`src/rtl/code_rom_arbiter.sv`:
```
// Two-port arbiter for the byte-wide program ROM: multi-byte instruction fetch bursts (IF)
// and single-byte MOVC reads (MV), round-robin on ties, with registered ROM-side outputs.
module code_rom_arbiter #(
  parameter int unsigned ADDRWIDTH = 8
) (
  input  logic                 clk,
  input  logic                 rst,
  input  logic                 if_req,
  input  logic [ADDRWIDTH-1:0] if_addr,
  input  logic [1:0]           if_len,
  output logic                 if_gnt,
  output logic                 if_rvalid,
  output logic [7:0]           if_rdata,
  output logic                 if_last,
  input  logic                 mv_req,
  input  logic [ADDRWIDTH-1:0] mv_addr,
  output logic                 mv_gnt,
  output logic                 mv_rvalid,
  output logic [7:0]           mv_rdata,
  output logic                 rom_cs_n,
  output logic [ADDRWIDTH-1:0] rom_addr,
  input  logic [7:0]           rom_dout,
  output logic                 busy
);

  typedef enum logic [1:0] {StIdle, StIfBurst, StMvRead} state_e;

  state_e               state_q, state_d;
  logic [1:0]           cnt_q, cnt_d;
  logic [ADDRWIDTH-1:0] addr_q, addr_d;
  logic                 if_gnt_q, if_gnt_d;
  logic                 mv_gnt_q, mv_gnt_d;
  logic                 prio_mv_q, prio_mv_d;
  logic                 cs_n_q, busy_q;
  logic                 if_rvalid_q, if_last_q, mv_rvalid_q;
  logic [7:0]           if_rdata_q, mv_rdata_q;
  logic                 arb, if_eff, mv_eff;

  // A request still held high in its own grant cycle is stale and must not win again.
  assign if_eff = if_req & ~if_gnt_q;
  assign mv_eff = mv_req & ~mv_gnt_q;

  always_comb begin
    state_d   = state_q;
    cnt_d     = cnt_q;
    addr_d    = addr_q;
    if_gnt_d  = 1'b0;
    mv_gnt_d  = 1'b0;
    prio_mv_d = prio_mv_q;
    arb       = 1'b0;

    unique case (state_q)
      StIdle:   arb = 1'b1;
      StIfBurst: begin
        if (cnt_q == 2'd1) begin
          arb = 1'b1;
        end else begin
          cnt_d  = cnt_q - 2'd1;
          addr_d = addr_q + 1'b1;
        end
      end
      StMvRead: arb = 1'b1;
      default:  arb = 1'b1;
    endcase

    // Arbitrating in the final issue cycle lets the next transaction start without a bubble.
    if (arb) begin
      state_d = StIdle;
      if (if_eff && (!mv_eff || !prio_mv_q)) begin
        state_d   = StIfBurst;
        cnt_d     = (if_len == 2'd0) ? 2'd1 : if_len;
        addr_d    = if_addr;
        if_gnt_d  = 1'b1;
        prio_mv_d = 1'b1;
      end else if (mv_eff) begin
        state_d   = StMvRead;
        cnt_d     = 2'd1;
        addr_d    = mv_addr;
        mv_gnt_d  = 1'b1;
        prio_mv_d = 1'b0;
      end
    end
  end

  always_ff @(posedge clk) begin
    if (rst) begin
      state_q     <= StIdle;
      cnt_q       <= 2'd0;
      addr_q      <= '0;
      if_gnt_q    <= 1'b0;
      mv_gnt_q    <= 1'b0;
      prio_mv_q   <= 1'b0;
      cs_n_q      <= 1'b1;
      busy_q      <= 1'b0;
      if_rvalid_q <= 1'b0;
      if_last_q   <= 1'b0;
      mv_rvalid_q <= 1'b0;
      if_rdata_q  <= 8'h00;
      mv_rdata_q  <= 8'h00;
    end else begin
      state_q     <= state_d;
      cnt_q       <= cnt_d;
      addr_q      <= addr_d;
      if_gnt_q    <= if_gnt_d;
      mv_gnt_q    <= mv_gnt_d;
      prio_mv_q   <= prio_mv_d;
      cs_n_q      <= (state_d == StIdle);
      busy_q      <= (state_d != StIdle);
      // Every non-idle cycle is an issue cycle, so its data arrives at this edge.
      if_rvalid_q <= (state_q == StIfBurst);
      if_last_q   <= (state_q == StIfBurst) && (cnt_q == 2'd1);
      mv_rvalid_q <= (state_q == StMvRead);
      if (state_q == StIfBurst) begin
        if_rdata_q <= rom_dout;
      end
      if (state_q == StMvRead) begin
        mv_rdata_q <= rom_dout;
      end
    end
  end

  assign if_gnt    = if_gnt_q;
  assign mv_gnt    = mv_gnt_q;
  assign if_rvalid = if_rvalid_q;
  assign if_rdata  = if_rdata_q;
  assign if_last   = if_last_q;
  assign mv_rvalid = mv_rvalid_q;
  assign mv_rdata  = mv_rdata_q;
  assign rom_cs_n  = cs_n_q;
  assign rom_addr  = addr_q;
  assign busy      = busy_q;

endmodule
```
`config.mk`:
```
export PLATFORM = sky130hd
export DESIGN_NAME = code_rom_arbiter
export DESIGN_NICKNAME = d
export VERILOG_FILES = /design/src/rtl/code_rom_arbiter.sv
export SDC_FILE = /design/constraint.sdc
export NUM_CORES = 1
export LEC_CHECK = 0
export CAP_MARGIN = 0
export CORE_ASPECT_RATIO = 0.7
export CORE_MARGIN = 4
export CORE_UTILIZATION = 43
export DETAILED_ROUTE_END_ITERATION = 8
export GPL_ROUTABILITY_DRIVEN = 0
export PLACE_DENSITY = 0.8
export REMOVE_ABC_BUFFERS = 1
export SLEW_MARGIN = 40
export SYNTH_ARGS = -nofsm -noshare
export SYNTH_HDL_FRONTEND = slang
export SYNTH_SLANG_ARGS = --single-unit
```
`constraint.sdc`:
```
create_clock -name clk -period 2 [get_ports clk]
set_input_delay 0.2 -clock clk [delete_from_list [all_inputs] [get_ports clk]]
set_output_delay 0.2 -clock clk [all_outputs]
set_load 0.01 [all_outputs]
```
==> run metrics <==
IO Port Bufs=60; Slew @ Worst Pin=between 0.6 and 0.7 ns; row cnt=17; count leader, synth=nand2_1; RSZ-0062 raised after global routing=false; Synth area leader=dfxtp_1; Syn Area/Cell=8.39 µm²; clock root buffer=clkbuf_8; Num CTS Buffers=5; Nets=284; Comb pwr share=23.1%; vias in the first global route=1,507; Sink Count=36; worst-path fanout max=11; status=finished clean; hold wc startpoint=if_rdata[4]$_SDFFE_PP0N_; Distinct cells, synth=37; pwr dens=~740 nW/µm²; VDD IR-drop max=0.466 mV; first-pass GRT wire length=7.08 mm; Hold WS=0.454 ns; Lkg Pwr=0.873 nW; worst r2r dst=rom_addr[5]$_SDFF_PP0_; die width=79.8 µm; top-area cell type share of the netlist area=a little under half; Initial Utilization=47.1%; antenna-violating nets left=0; core area=3300 µm²; Sw Pwr=0.490 mW; drt via density=5.22; synth cell count leaders=39 x nand2_1, 36 x dfxtp_1, 18 x a21oi_1; Final HPWL DP=3.31 mm; TritonCTS clock tree=built; synthesized flop and latch total=36; Area Overhead vs Synth=49.5%; Final Hold Fails=0; initial antenna violation count=0; skew final=0.00493 ns; design area=2320 µm²; fin crit period=1.82 ns; Max Cap Viol=0; R2R Setup Slk=0.18 ns; Post-CTS Setup Repair Bufs=0; total track usage=19.4%; Worst Path Arrival=1.99 ns; Ant. Diodes=0; relative slew slack=54.0%; critical path launch point type=flop; P_int=~1.2 mW; layout cells sized above 1=7.54%; Area contributors post-synth=dfxtp_1 46%, nand2_1 9.4%, a21oi_1 5.8%; max-slew violation count=0; Gate Count Post-Synth=between 150 and 200; asr flop ratio synth=0%; hold depth=2; final period utilization=between 90 and 100%; post-synthesis cell area=~1600 µm²; Chip Height=58.3 µm; switching portion of total power=28.5%; Final setup viols=0; largest net degree at the start of global routing=17; Seq pwr share=a little under half; hold-fix buffer count after cts=0; DR DRC count=0; CP endpoint kind=flop; reg2reg start=cnt_q[1]$_SDFF_PP0_; 1st-iter DRT viols=101; fmax=0.549 GHz; Top FF cell, synth=dfxtp_1; via count=~1,600; worst reg2reg path depth=6; clock power share=29.1%; Die ar.=4650 µm²; routed wire length=4.40 mm; Seq/Total Area, Yosys=a little under half; Critical Path RT=approximately 2.2 ns; TritonRoute pass-1 iters=4; Hold Path End=if_rdata[4]$_SDFFE_PP0N_; Cell Area, Placed=2230 µm²; Ports=between 60 and 70; drt wl/cell=14.7 µm; Max clock buf depth=2; critical path class=flop to flop; Fillers=284; PostCTS Resize Cnt=0; clk slew on worst S/H paths=0.07 ns; Ys Warns=0; H-tree depth=2; Hold WC Path Type=flop to flop; Post-synth EDFFs=0; Fin Setup TNS=0 ns; global route total overflow=0; Clk Latency, worst-skew pair=0.28 ns
-- power by group through the flow --
stage               Clock [mW]  Sequential (mW)  Combinational, mW
floorplan                    0            0.852              0.147
detailed placement           0            0.839              0.394
finish                   0.500            0.823              0.397
global placement             0            0.838              0.388
CTS                      0.514            0.823              0.396
global route             0.544            0.834              0.430
-- state kept, by name, summed over array words and instances, names as in the netlist --
name,cells
if_rvalid,1
if_rdata,8
busy,1
if_gnt,1
rom_cs_n,1
cnt_q,2
state_q,2
prio_mv_q,1
mv_rvalid,1
mv_gnt,1
rom_addr,8
mv_rdata,8
if_last,1
-- cell families after synthesis --
| logic type | count (synthesis) | share of synthesized area [%] |
|---|---|---|
| mux | 1 | 0.645 |
| simple gates | 85 | 26.9 |
| fa+ha+maj | 3 | 2.42 |
| flops | 36 | 46.4 |
| compound gates | 44 | 18.5 |
| xor+xnor | 2 | 1.13 |
| buf+inv | 14 | 3.95 |
-- routing by layer --
layer / up-vias / routed length [µm] / GRT usage, %
li1: 790 / - / -
met1: 715 / 2140 / 27.0
met2: 51 / 1970 / 30.0
met3: 6 / 229 / 4.66
met4: 0 / 61 / 6.02
met5: - / 0 / 0
-- placed cells by master, fill, tap and decap left out, drive strengths merged, types with 2 or more instances in the layout --
cell type and n:
clkdlybuf4s50 60, nand2 39, dfxtp 36, a21oi 18
nor2 9, nand3 9, buf 9, and3 6
a221oi 6, o21ai 5, clkbuf 5, inv 4
nor3b 4, nor2b 4, a31oi 4, nand2b 3
a211oi 3, ha 3, clkinv 3, nand4 2
a22oi 2, nor3 2, o211ai 2
-- worst max-delay path by stage --
stage                        startpoint                      to  slack (ns)
CTS                 cnt_q[1]$_SDFF_PP0_  rom_addr[5]$_SDFF_PP0_        0.19
floorplan           cnt_q[1]$_SDFF_PP0_  rom_addr[5]$_SDFF_PP0_        0.30
global placement                 mv_req  rom_addr[4]$_SDFF_PP0_        0.14
finish              cnt_q[1]$_SDFF_PP0_  rom_addr[5]$_SDFF_PP0_        0.18
detailed placement               mv_req  rom_addr[4]$_SDFF_PP0_        0.07
global route        cnt_q[1]$_SDFF_PP0_  rom_addr[6]$_SDFF_PP0_        0.06
-- critical path, stage by stage (launching register included) --
cell	delay, ns
dfxtp_1	0.36
inv_1	0.06
ha_1	0.22
or3b_4	0.47
and3_1	0.26
a32oi_1	0.21
o211ai_1	0.11
-- through the flow --
step / utilization [%] / cells / total power, mW / setup WS [ns]
2_1_floorplan: - / 175 / 0.999 / 0.298
3_3_place_gp: 67.7 / 291 / 1.23 / 0.141
3_5_place_dp: 67.7 / 291 / 1.23 / 0.0663
4_1_cts: 70.4 / 299 / 1.73 / 0.192
5_1_grt: 70.4 / 299 / 1.81 / 0.0600
6_report: 70.4 / 299 / 1.72 / 0.178
-- cell type report --
class	instances	area, µm²	area share (%)
clock buffers	5	68.8	2.96
clock inverters	3	18.8	0.809
inverters	4	15.0	0.647
multi-input cells	135	771	33.2
flip-flops and latches	36	721	31.1
well taps	47	58.8	2.53
repair buffers	69	668	28.8
No activity file was read; power rests on OpenSTA's default activity.
